`src/rtl/alu_sequencer_if.sv`:
```
`default_nettype none
// ============================================================================
//  Module   : alu_sequencer_if
//  Purpose  : Request/response channel bundle for the ALU sequencer.
//             The master issues operations (req_*) and consumes held
//             responses (rsp_*). The slave is the sequencer itself.
//  Signals  : req_valid/req_ready  request handshake
//             req_op[3:0]          [2:0] ALU opcode, [3] multiply select
//             req_a/req_b          operands, WIDTH bits
//             rsp_valid/rsp_ready  response handshake, rsp_valid held
//             rsp_result           result, WIDTH bits
//             rsp_zero/rsp_ovf     result-is-zero and multiply overflow
//  Revision : 1.0  initial release
// ============================================================================
interface alu_sequencer_if #(
  parameter int WIDTH = 8
) ();

  logic             req_valid;
  logic             req_ready;
  logic [3:0]       req_op;
  logic [WIDTH-1:0] req_a;
  logic [WIDTH-1:0] req_b;

  logic             rsp_valid;
  logic             rsp_ready;
  logic [WIDTH-1:0] rsp_result;
  logic             rsp_zero;
  logic             rsp_ovf;

  modport master (
    output req_valid, req_op, req_a, req_b, rsp_ready,
    input  req_ready, rsp_valid, rsp_result, rsp_zero, rsp_ovf
  );

  modport slave (
    input  req_valid, req_op, req_a, req_b, rsp_ready,
    output req_ready, rsp_valid, rsp_result, rsp_zero, rsp_ovf
  );

endinterface
`default_nettype wire

```
`src/rtl/alu_sequencer.sv`:
```
`default_nettype none
// ============================================================================
//  Module   : alu_sequencer
//  Purpose  : Sequences an external 8-bit combinational ALU. Accepts one
//             operation per request handshake, registers operands/opcode
//             towards the ALU, captures Result/Zero one cycle later and
//             presents them on a held response channel.
//  Params   : WIDTH  operand/result width (must match the ALU)
//  Ports    : clk          system clock, rising edge
//             rst_n        asynchronous active-low reset
//             bus          alu_sequencer_if.slave (req_* / rsp_* channels)
//             alu_a/alu_b  registered operands to the ALU
//             alu_opcode   registered opcode to the ALU
//             alu_result   ALU Result
//             alu_zero     ALU Zero flag
//             busy         high whenever the controller is not idle
//  Options  : MUL_REPEAT_EN  when defined, req_op[3]=1 selects an unsigned
//             multiply performed as repeated ALU additions. When undefined
//             req_op[3] is ignored and rsp_ovf is tied low.
//  Revision : 1.0  initial release
// ============================================================================
module alu_sequencer #(
  parameter int WIDTH = 8
) (
  input  wire                    clk,
  input  wire                    rst_n,
  alu_sequencer_if.slave         bus,
  output logic [WIDTH-1:0]       alu_a,
  output logic [WIDTH-1:0]       alu_b,
  output logic [2:0]             alu_opcode,
  input  wire  [WIDTH-1:0]       alu_result,
  input  wire                    alu_zero,
  output logic                   busy
);

`ifdef MUL_REPEAT_EN
  typedef enum logic [1:0] {
    IDLE = 2'd0,
    EXEC = 2'd1,
    MUL  = 2'd2,
    RESP = 2'd3
  } state_t;
`else
  typedef enum logic [1:0] {
    IDLE = 2'd0,
    EXEC = 2'd1,
    RESP = 2'd3
  } state_t;
`endif

  localparam logic [2:0] OP_ADD = 3'b000;

  state_t state;

`ifdef MUL_REPEAT_EN
  // Multiply datapath: acc mirrors alu_a, cnt counts remaining additions.
  logic [WIDTH-1:0] acc;
  logic [WIDTH-1:0] cnt;
  logic             ovf;
  // A sum smaller than the running accumulator means the ALU wrapped.
  logic             carry;
  assign carry = (alu_result < acc);
`else
  // Multiply select bit has no meaning in this build.
  logic unused_mul_sel;
  assign unused_mul_sel = bus.req_op[3];
  assign bus.rsp_ovf    = 1'b0;
`endif

  always_ff @(posedge clk or negedge rst_n) begin
    if (!rst_n) begin
      state          <= IDLE;
      bus.req_ready  <= 1'b1;
      bus.rsp_valid  <= 1'b0;
      bus.rsp_result <= '0;
      bus.rsp_zero   <= 1'b0;
      alu_a          <= '0;
      alu_b          <= '0;
      alu_opcode     <= OP_ADD;
      busy           <= 1'b0;
`ifdef MUL_REPEAT_EN
      bus.rsp_ovf    <= 1'b0;
      acc            <= '0;
      cnt            <= '0;
      ovf            <= 1'b0;
`endif
    end else begin
      case (state)
        IDLE: begin
          if (bus.req_valid && bus.req_ready) begin
            bus.req_ready <= 1'b0;
            busy          <= 1'b1;
`ifdef MUL_REPEAT_EN
            if (bus.req_op[3]) begin
              // A*B as B additions of A into an accumulator starting at 0.
              alu_a      <= '0;
              alu_b      <= bus.req_a;
              alu_opcode <= OP_ADD;
              acc        <= '0;
              cnt        <= bus.req_b;
              ovf        <= 1'b0;
              state      <= MUL;
            end else begin
              alu_a      <= bus.req_a;
              alu_b      <= bus.req_b;
              alu_opcode <= bus.req_op[2:0];
              state      <= EXEC;
            end
`else
            alu_a      <= bus.req_a;
            alu_b      <= bus.req_b;
            alu_opcode <= bus.req_op[2:0];
            state      <= EXEC;
`endif
          end
        end

        EXEC: begin
          // ALU inputs were registered last cycle; its output is settled now.
          bus.rsp_result <= alu_result;
          bus.rsp_zero   <= alu_zero;
`ifdef MUL_REPEAT_EN
          bus.rsp_ovf    <= 1'b0;
`endif
          bus.rsp_valid  <= 1'b1;
          state          <= RESP;
        end

`ifdef MUL_REPEAT_EN
        MUL: begin
          if (cnt == '0) begin
            // Only reachable with B=0: nothing was added, result is 0.
            bus.rsp_result <= acc;
            bus.rsp_zero   <= (acc == '0);
            bus.rsp_ovf    <= ovf;
            bus.rsp_valid  <= 1'b1;
            state          <= RESP;
          end else begin
            acc   <= alu_result;
            alu_a <= alu_result;
            cnt   <= cnt - WIDTH'(1);
            ovf   <= ovf | carry;
            if (cnt == WIDTH'(1)) begin
              // Last addition: publish the sum straight from the ALU so the
              // response does not wait an extra cycle.
              bus.rsp_result <= alu_result;
              bus.rsp_zero   <= (alu_result == '0);
              bus.rsp_ovf    <= ovf | carry;
              bus.rsp_valid  <= 1'b1;
              state          <= RESP;
            end
          end
        end
`endif

        RESP: begin
          if (bus.rsp_ready) begin
            bus.rsp_valid <= 1'b0;
            bus.req_ready <= 1'b1;
            busy          <= 1'b0;
            state         <= IDLE;
          end
        end

        default: begin
          state         <= IDLE;
          bus.req_ready <= 1'b1;
          bus.rsp_valid <= 1'b0;
          busy          <= 1'b0;
        end
      endcase
    end
  end

endmodule
`default_nettype wire
```
`src/flat_wrapper.sv`:
```
// flat-port wrapper written by rule: the top's interface ports become plain ports
module alu_sequencer_flat 
#(
  parameter int WIDTH = 8
)
  (clk, rst_n, alu_a, alu_b, alu_opcode, alu_result, alu_zero, busy, bus_req_valid, bus_req_op, bus_req_a, bus_req_b, bus_rsp_ready, bus_req_ready, bus_rsp_valid, bus_rsp_result, bus_rsp_zero, bus_rsp_ovf);
  alu_sequencer_if #(.WIDTH(WIDTH)) bus_i ();
  input  wire clk;
  input  wire rst_n;
  output logic [WIDTH-1:0] alu_a;
  output logic [WIDTH-1:0] alu_b;
  output logic [2:0] alu_opcode;
  input  wire  [WIDTH-1:0] alu_result;
  input  wire alu_zero;
  output logic busy;
  input wire logic [$bits(bus_i.req_valid)-1:0] bus_req_valid;
  input wire logic [$bits(bus_i.req_op)-1:0] bus_req_op;
  input wire logic [$bits(bus_i.req_a)-1:0] bus_req_a;
  input wire logic [$bits(bus_i.req_b)-1:0] bus_req_b;
  input wire logic [$bits(bus_i.rsp_ready)-1:0] bus_rsp_ready;
  output wire logic [$bits(bus_i.req_ready)-1:0] bus_req_ready;
  output wire logic [$bits(bus_i.rsp_valid)-1:0] bus_rsp_valid;
  output wire logic [$bits(bus_i.rsp_result)-1:0] bus_rsp_result;
  output wire logic [$bits(bus_i.rsp_zero)-1:0] bus_rsp_zero;
  output wire logic [$bits(bus_i.rsp_ovf)-1:0] bus_rsp_ovf;
  assign bus_i.req_valid = bus_req_valid;
  assign bus_i.req_op = bus_req_op;
  assign bus_i.req_a = bus_req_a;
  assign bus_i.req_b = bus_req_b;
  assign bus_i.rsp_ready = bus_rsp_ready;
  assign bus_req_ready = bus_i.req_ready;
  assign bus_rsp_valid = bus_i.rsp_valid;
  assign bus_rsp_result = bus_i.rsp_result;
  assign bus_rsp_zero = bus_i.rsp_zero;
  assign bus_rsp_ovf = bus_i.rsp_ovf;
  alu_sequencer #(.WIDTH(WIDTH)) u_core (.clk(clk), .rst_n(rst_n), .bus(bus_i), .alu_a(alu_a), .alu_b(alu_b), .alu_opcode(alu_opcode), .alu_result(alu_result), .alu_zero(alu_zero), .busy(busy));
endmodule
```
`config.mk`:
```
export PLATFORM = sky130hd
export DESIGN_NAME = alu_sequencer_flat
export DESIGN_NICKNAME = d
export VERILOG_FILES = /design/src/rtl/alu_sequencer_if.sv /design/src/rtl/alu_sequencer.sv /design/src/flat_wrapper.sv
export SDC_FILE = /design/constraint.sdc
export NUM_CORES = 1
export LEC_CHECK = 0
export BUFFER_PORTS_ARGS = -buffer_cell sky130_fd_sc_hd__buf_2
export CAP_MARGIN = 10
export CORE_AREA = 2 2 50 75
export DETAILED_ROUTE_END_ITERATION = 16
export DIE_AREA = 0 0 52 77
export PLACE_DENSITY = 0.69
export SLEW_MARGIN = 20
export SYNTH_ARGS = -nofsm -noshare
export SYNTH_HDL_FRONTEND = slang
export SYNTH_SLANG_ARGS = --single-unit
export TNS_END_PERCENT = 20
```
`constraint.sdc`:
```
create_clock -name clk -period 2 [get_ports clk]
set_input_delay 0.4 -clock clk [delete_from_list [all_inputs] [get_ports clk]]
set_output_delay 0.4 -clock clk [all_outputs]
set_load 0.02 [all_outputs]
```
# --- After elaboration in Yosys (flattened, before gate mapping) ---
# Index checks and enable logic that the tools add are counted.
# W data, S select, Z words.
totals:
  register_bits: 33
  latch_bits: 0
  ram_bits: 0
  rom_bits: 0
  input_bits: 33
  output_inout_bits: 32
  elab_cells: 31
  n_memories: 0
op_classes:
  add_sub_neg: 0
  mul: 0
  n_div: 0
  n_lt_le_gt_ge: 0
  n_eq_ne: 4
  shift: 0
  muxes: 10
  bitwise_logic: 2
  reduce_logical: 6
ops:
  columns: ["operator", "n"]
  rows:
  - ["$pmux W1 S3", 3]
  - ["$pmux W2 S3", 1]
  - ["$reduce_and A2 Y1", 3]
  - ["$mux W1", 4]
  - ["$mux W2", 2]
  - ["$reduce_and A3 Y1", 1]
  - ["$eq A2 B1 Y1 const B", 1]
  - ["$eq A2 B2 Y1 const B", 1]
  - ["$logic_not A2 Y1", 1]
  - ["$ne A2 B1 Y1 const B", 1]
  - ["$ne A2 B2 Y1 const B", 1]
  - ["$not A1 Y1", 2]
  - ["$logic_and A1 B1 Y1", 1]

# --- Depth between registers and ports, before layout ---
# Gate-level depths: netlist of run 1.
depth:
  depth_word: 3
  depth_mapped: 4
  mapped_depth_nobuf: 3

# --- Worst setup path before layout of run 1 ---
# Ideal clock, no wire load.
synth_timing:
  path_type: "reg2reg"
  start: "reg u_core.bus.req_ready"
  end: "reg u_core.alu_a[0]"
  setup_time_ns: 0.125
  arrival_time_ns: 1.344
  t_required_ns: 1.875
  path_slack_ns: 0.531
  path_stages_with_launch: 5
  path_buffers: 1
  period_less_slack_ns: 1.469
  cell_sequence: "dfstp_2 -> nand2_1 -> nor3_2 -> buf_6 -> mux2_2"
synth_between:
  elab_chain_len: 2
synth_lines:
  columns: ["item", "line_no", "text"]
  rows:
  - ["start, declared", "alu_sequencer_if.sv:38", "output req_ready, rsp_valid, rsp_result, rsp_zero, rsp_ovf"]
  - ["start signal, assigned", "alu_sequencer.sv:73", "bus.req_ready <= 1'b1;"]
  - ["start signal, assigned", "alu_sequencer.sv:91", "bus.req_ready <= 1'b0;"]
  - ["start signal, assigned", "alu_sequencer.sv:159", "bus.req_ready <= 1'b1;"]
  - ["$logic_and A1 B1 Y1", "alu_sequencer.sv:90", "if (bus.req_valid && bus.req_ready) begin"]
  - ["$reduce_and A2 Y1 (no line)", null, null]
  - ["end signal, assigned", "alu_sequencer.sv:110", "alu_a <= bus.req_a;"]
  - ["end, declared", "alu_sequencer.sv:28", "output logic [WIDTH-1:0] alu_a,"]
# No other way between the ends.
# A chain may end at the register's enable or synchronous reset.

# --- Worst setup path after layout of run 1 ---
layout_timing:
  start: "reg u_core.bus.req_ready"
  end: "reg u_core.alu_b[7]"
layout_between:
  elab_chain_len: 2
layout_lines:
  columns: ["item", "line_no", "text"]
  rows:
  - ["$logic_and A1 B1 Y1", "alu_sequencer.sv:90", null]
  - ["$reduce_and A2 Y1 (no line)", null, null]
  - ["end signal, assigned", "alu_sequencer.sv:111", "alu_b <= bus.req_b;"]
  - ["end, declared", "alu_sequencer.sv:29", "output logic [WIDTH-1:0] alu_b,"]
# No other way between the ends.

==> results of run 1 <==
[worst max-delay path by stage]
stage | startpoint | to | slack, ps | depth (start not counted)
final | u_core.bus.req_ready | u_core.alu_b[7] | 510 | 4
after global placement | u_core.bus.req_ready | u_core.alu_a[6] | 530 | 4
after CTS | u_core.bus.req_ready | u_core.alu_b[7] | 490 | 4
after floorplan | u_core.bus.req_ready | u_core.alu_a[0] | 530 | 4
after global routing | u_core.bus.req_ready | u_core.alu_b[2] | 420 | 4
after detailed placement | u_core.bus.req_ready | u_core.alu_b[7] | 500 | 4
[metrics by stage]
stage / area [um^2] / util (%) / setup WS (ps)
5_1_grt: 1730 / 51.5 / 417
6_report: 1730 / 51.5 / 515
2_1_floorplan: 1280 / - / 531
4_1_cts: 1730 / 51.5 / 491
3_3_place_gp: 1630 / 48.5 / 526
3_5_place_dp: 1630 / 48.5 / 500
[layout make-up]
type	count	area share (%)
Clock buffer	7	5.58
Clock inverter	1	0.290
Inverter	3	0.652
Multi-Input combinational cell	41	23.3
Sequential cell	33	47.9
Tap cell	42	3.04
Timing Repair Buffer	65	19.3
[cell families (layout without fill, tap and decap cells)]
family / count (synthesis) / in the layout / synth area share [%]
DFF: 33 / 33 / 64.7
muxes: 28 / 28 / 24.7
AOI/OAI and AO/OA: 7 / 7 / 3.92
buffers and inverters: 7 / 76 / 3.82
and+or+nand+nor: 5 / 5 / 2.55
other: 1 / 1 / 0.294
[layer usage]
layer | global-route usage, % | routed length [um]
met1 | 12.3 | 825
met2 | 25.4 | 1420
met3 | 5.25 | 161
met4 | 8.68 | 42
met5 | 0 | 0
[cells in the final DEF, fill, tap and decap left out]
| cell | netlist | final |
|---|---|---|
| inv_1 | 3 | 3 |
| o21ai_0 | 1 | 1 |
| mux2_2 | 27 | 27 |
| nand2b_1 | 1 | 1 |
| nand2_1 | 1 | 1 |
| clkbuf_8 | 0 | 7 |
| buf_2 | 0 | 62 |
| mux2_1 | 1 | 1 |
| a311o_1 | 1 | 1 |
| a21boi_0 | 1 | 1 |
| dfstp_2 | 1 | 1 |
| a31oi_1 | 1 | 1 |
| a21oi_1 | 1 | 1 |
| buf_4 | 2 | 3 |
| o21bai_1 | 1 | 1 |
| nor3_2 | 1 | 1 |
| clkinv_2 | 0 | 1 |
| nor2b_1 | 2 | 2 |
| conb_1 | 1 | 1 |
| dfrtp_1 | 32 | 32 |
| o2bb2ai_1 | 1 | 1 |
[sequential cells by signal, indices dropped and copies added, names as in the netlist, 2 cells and up]
register	count
u_core.alu_b	8
u_core.bus.rsp_result	8
u_core.state	2
u_core.alu_opcode	3
u_core.alu_a	8
[power groups by stage]
stage / Clock (uW) / Sequential [uW] / Combinational, uW
CTS: 553 / 667 / 45.2
global route: 587 / 667 / 49.7
global placement: 0 / 680 / 42.8
finish: 533 / 668 / 44.1
detailed placement: 0 / 680 / 45.1
floorplan: 0 / 680 / 4.61
==> key figures, run 1 <==
Status
  • Status: finished clean

Synth
  • Mapped Area: about 1300 um^2
  • Yosys top cell area share: approximately 63%
  • Sequential area share after synthesis: approximately two thirds
  • Synthesis-stage register bit count: 33
  • Syn Area/Cell: 15.8 um^2
  • Synth area leaders: dfrtp_1 63%, mux2_2 24%, dfstp_2 2.1%, buf_6 1.8%, buf_4 1.2%
  • Count of different cell masters after synthesis: 19
  • Predominant post-synthesis flop cell: dfrtp_1
  • Post-synth EDFFs: 0
  • Yosys warns: 0
  • Syn Nets: 114
  • Largest area contributor in the synthesized netlist: dfrtp_1
  • Ys async rst share: 100%
  • Most common cell in the netlist: dfrtp_1
  • Synth top cells by count: 32 x dfrtp_1, 27 x mux2_2, 3 x inv_1
  • Post-Syn Instances: 81

Clock network
  • CTS sink count: 33
  • Max clock buf depth: 2
  • TritonCTS clock tree: done
  • Clk Latency, worst-skew pair: 270 ps
  • CTS Root Cell: clkbuf_8
  • Clock transition at path regs: about 60 ps
  • Hold buffer count at CTS: 0
  • Post_cts resized: 0
  • H-tree levels: 2
  • Post-CTS Setup Bufs: 0
  • CTS Buf Count: 5

Timing
  • RSZ-0062 raised after global routing: false
  • Achievable Freq: 0.673 GHz
  • Worst-Margin Slew: 714 ps
  • Slew headroom: around 52%
  • Number of max-slew violations in the final report: 0
  • Fin Setup TNS: 0 ps
  • Min Hold Slack: about 170 ps
  • # setup viols final: 0
  • Final Hold Fails: 0
  • Clock Skew: around 1.7 ps
  • Final period util: between 70% and 80%
  • Post-layout min period: ~1500 ps

Drt
  • Detailed Routing Iterations Pass 1: 4
  • Residual DRC: 0
  • Drt wl/cell: 12.8 um
  • Via count: about 900
  • Antenna viol nets, final: 0
  • Drt total wl: about 2400 um
  • Drt initial violations: 6
  • Via density: ~4.7

Critical path
  • Worst-path maximum fanout: 13
  • Startpoint type of the worst setup path: flop
  • Setup CP Type: flop to flop
  • FF-to-FF setup slack: roughly 510 ps
  • R2r startpoint: u_core.bus.req_ready
  • WP data required: between 2000 and 2500 ps
  • Crit path buffers/inverters: 1
  • Critical path's largest stage delay: 550 ps
  • CP top delay family: flip-flops
  • Crit path capture type: flop
  • R2R depth: 4
  • Slowest-stage cell, CP: dfstp_2
  • Cell Chain, Critical Path: nand2_1 > nor3_2 > buf_4 > mux2_2
  • CP arrival: between 1500 and 2000 ps
  • FF-to-FF End: u_core.alu_b[7]

Global routing
  • Overflow after GRT: 0
  • Pin count of the biggest net entering global routing: 34
  • GRT Util Overall: roughly 14%
  • Vias in the first global route: slightly above 900
  • First-pass GRT wire length: between 4000 and 5000 um
  • Initial antenna violation count: 0

Floorplan
  • Ports: 65
  • Core Area: approximately 3400 um^2
  • Die X: between 50 and 60 um
  • Rows: 26
  • Starting Density: a little under two fifths
  • Die height: approximately 77 um
  • DIE AREA: 4000 um^2

Placed design
  • Port Buf Inserts: between 60 and 70
  • Routability congestion estimate: 0.643
  • DPL Wire Length: between 1500 and 2000 um
  • Placed cells: around 180

Power and ir drop
  • Clock group share of total power: a little over two fifths
  • Fraction of power spent switching nets: ~20%
  • P_int: between 900 and 1000 uW
  • Psw: about 240 uW
  • Overall power: 1240 uW
  • Power density cells: between 700 and 800 nW/um^2
  • Combinational power share: between 3 and 4%
  • Maximum vdd drop: between 0.4 and 0.5 mV
  • Leak Pwr: 0.00102 uW
  • Sequential Power Share: 53.6%

Cells and area
  • Nets: approximately 180
  • Number of antenna diodes: 0
  • Layout Area Growth over Synthesis: 35.2%
  • Storage cell area: approximately 830 um^2
  • Multi-input gate area: 402 um^2
  • Filler cells: slightly above 300
  • Non-filler cells, final: between 150 and 200
  • Share of cells above drive strength 1: between 60% and 70%

Job
  • Max-capacitance violation count: 0

Worst hold path
  • Hold crit path type: input port to async pin
Note: power is estimated with default switching activity, not from simulation.
==> run 2, diff against run 1 <==
- clock period: 2 -> 1.4 ns (I/O delays scaled with it)
==> run 2 against run 1 <==
Against the previous run:
- the run now ends with setup timing left
- core utilization increased by 2.4 points
- critical path depth unchanged
- fmax increased by 3.8%
- cell area increased by 4.7%
- total power increased by 43%
- worst hold slack improved by 55 ps
- setup slack got worse by 550 ps
- sequential share of layout area decreased by 2.2 points
==> key figures, run 2 (synthesized netlist as in run 1, its figures left out) <==
Status
  • Status: finished, violations left
  • Failing checks: setup timing

Placed design
  • Routability congestion estimate: 0.644 (+0.14%)
  • Setup slack at placement: -23.5 ps (-523 ps)
  • Port Buf Inserts: 62 (unchanged)
  • Placed Area: 1680 um^2 (+3.5%)
  • DPL Wire Length: 1980 um (+2.0%)

Drt
  • Drt initial violations: 4 (-2)
  • M1 WL: 859 um (+4.1%)
  • Residual DRC: 0 (unchanged)
  • Detailed Routing Iterations Pass 1: 2 (-2)
  • Via density: 4.50 (-3.9%)
  • DR top layer: met4
  • Met2 routed WL: 1490 um (+4.9%)
  • Antenna viol nets, final: 0 (unchanged)
  • Routed length on met3: 174 um (+8.1%)
  • Drt wl/cell: 13.0 um (+1.6%)
  • Via count: 882 (-1.9%)
  • Drt total wl: 2540 um (+3.7%)

Timing
  • Fin Setup TNS: -321 ps (-321 ps)
  • Final period util: 102% (+28 points)
  • Clock Skew: 5.23 ps (+3.58 ps)
  • Number of max-slew violations in the final report: 0 (unchanged)
  • Min Hold Slack: 229 ps (+54.7 ps)
  • Final Hold Fails: 0 (unchanged)
  • Min setup slack post-route: -31.1 ps (-546 ps)
  • RSZ-0062 raised after global routing: true
  • Post-layout min period: 1430 ps (-54.3 ps)
  • # setup viols final: 18 (+18)
  • Achievable Freq: 0.699 GHz (+3.8%)

Critical path
  • Critical path's largest stage delay: 560 ps (about the same)
  • Crit path capture type: flop
  • WP data required: 1550 ps (-610 ps)
  • Setup CP Type: flop to flop
  • CP arrival: 1590 ps (-60 ps)
  • Slowest-stage cell, CP: dfstp_2
  • Cell Chain, Critical Path: nand2_4 > nor3_4 > buf_12 > mux2_2
  • Worst-path maximum fanout: 20 (+7)
  • Crit path buffers/inverters: 1 (unchanged)
  • Startpoint type of the worst setup path: flop
  • CP top delay family: flip-flops

Cells and area
  • Util after Layout: 54.0% (+2.4 points)
  • Share of cells above drive strength 1: 68.8% (+0.83 points)
  • Commonest non-fill, non-tap cell in the layout: buf_2
  • Regs by FF count: u_core.alu_a: 8 flops, u_core.alu_b: 8 flops, u_core.bus.rsp_result: 8 flops
  • Post-route cell area: 1810 um^2 (+4.7%)
  • Commonest cells after routing, fill and taps aside: 61 x buf_2, 32 x dfrtp_1, 26 x mux2_2, 7 x clkbuf_8, 4 x buf_4
  • Layout Area Growth over Synthesis: 41.5%
  • Number of antenna diodes: 0 (unchanged)
  • Nets: 186 (+2.2%)

Global routing
  • Vias in the first global route: 944 (+1.7%)
  • First-pass GRT wire length: 4060 um (unchanged)
  • Initial antenna violation count: 0 (unchanged)
  • GRT Util Overall: 14.0% (-0.15 points)
  • Pin count of the biggest net entering global routing: 21 (-38%)
  • Overflow after GRT: 0 (unchanged)

Clock network
  • Max clock buf depth: 2 (unchanged)
  • Clk Latency, worst-skew pair: 270 ps (about the same)
  • Clock transition at path regs: 60 ps (about the same)
  • CTS Root Cell: clkbuf_8
  • TritonCTS clock tree: done
  • CTS Buf Count: 5 (unchanged)
  • H-tree levels: 2 (unchanged)
  • CTS sink count: 33 (unchanged)

Power and ir drop
  • Leak Pwr: 0.00105 uW (+3.2%)
  • Maximum vdd drop: 0.603 mV (+45%)
  • Power density cells: 987 nW/um^2 (+37%)

Floorplan
  • Core Area: 3350 um^2 (unchanged)
  • Starting Density: 38.1% (unchanged)
  • DIE AREA: 4000 um^2 (unchanged)
  • Ports: 65 (unchanged)
  • Die X: 52 um (unchanged)
  • Die height: 77 um (unchanged)
  • Rows: 26 (unchanged)

Worst hold path
  • Hold crit path type: input port to flop

Job
  • Max-capacitance violation count: 0 (unchanged)
run 2: worst reg2reg max path: stages (launching register included):
cell     delay [ps]
dfstp_2         560
nand2_4          60
nor3_4          150
buf_12          190
mux2_2          360
run 2: metrics by stage:
step,instances,total power (uW)
final,196,1780
after global placement,187,1040
after CTS,196,1810
after global routing,196,1870
after floorplan,81,978
after detailed placement,187,1040
run 2: final timing paths:
check | depth (start not counted) | endpoint | from | slack, ps
max | 4 | u_core.alu_a[4] | u_core.bus.req_ready | -30
max in group asynchronous | 3 | u_core.alu_a[0] | rst_n | 510
min reg2reg | 1 | u_core.alu_a[3] | u_core.alu_a[3] | 500
min | 2 | u_core.alu_opcode[2] | bus_req_op[2] | 230
max reg2reg | 4 | u_core.alu_a[4] | u_core.bus.req_ready | -30
min in group asynchronous | 2 | u_core.busy | rst_n | 470
run 2: where the power goes:
| group | internal [uW] | switching (uW) | total [uW] |
|---|---|---|---|
| clock | 444 | 315 | 759 |
| combinational | 38.2 | 33.9 | 72.1 |
| sequential | 954 | 0 | 954 |
| total | 1440 | 349 | 1780 |
run 2: final cells by class:
type	instances	area (um^2)
Sequential cell	33	827
Clock buffer	7	96.3
Timing Repair Buffer	69	397
Multi-Input combinational cell	41	419
Tap cell	42	52.6
Inverter	3	11.3
Fill cell	286	1540
Clock inverter	1	5.00
run 2: what timing repair did:
action	CTS	global route
endpoints found under the setup margin	19	20
gates cloned	0	0
gates resized for setup	1	3
hold buffers	1	0
endpoints found under the hold margin	16	0
buffers inserted	0	0
run 2: layer usage:
metal  global-route usage (%)  up-vias
li1                         -      420
met1                     12.8      426
met2                     25.7       34
met3                     5.64        2
met4                     5.53        0
met5                        0        -
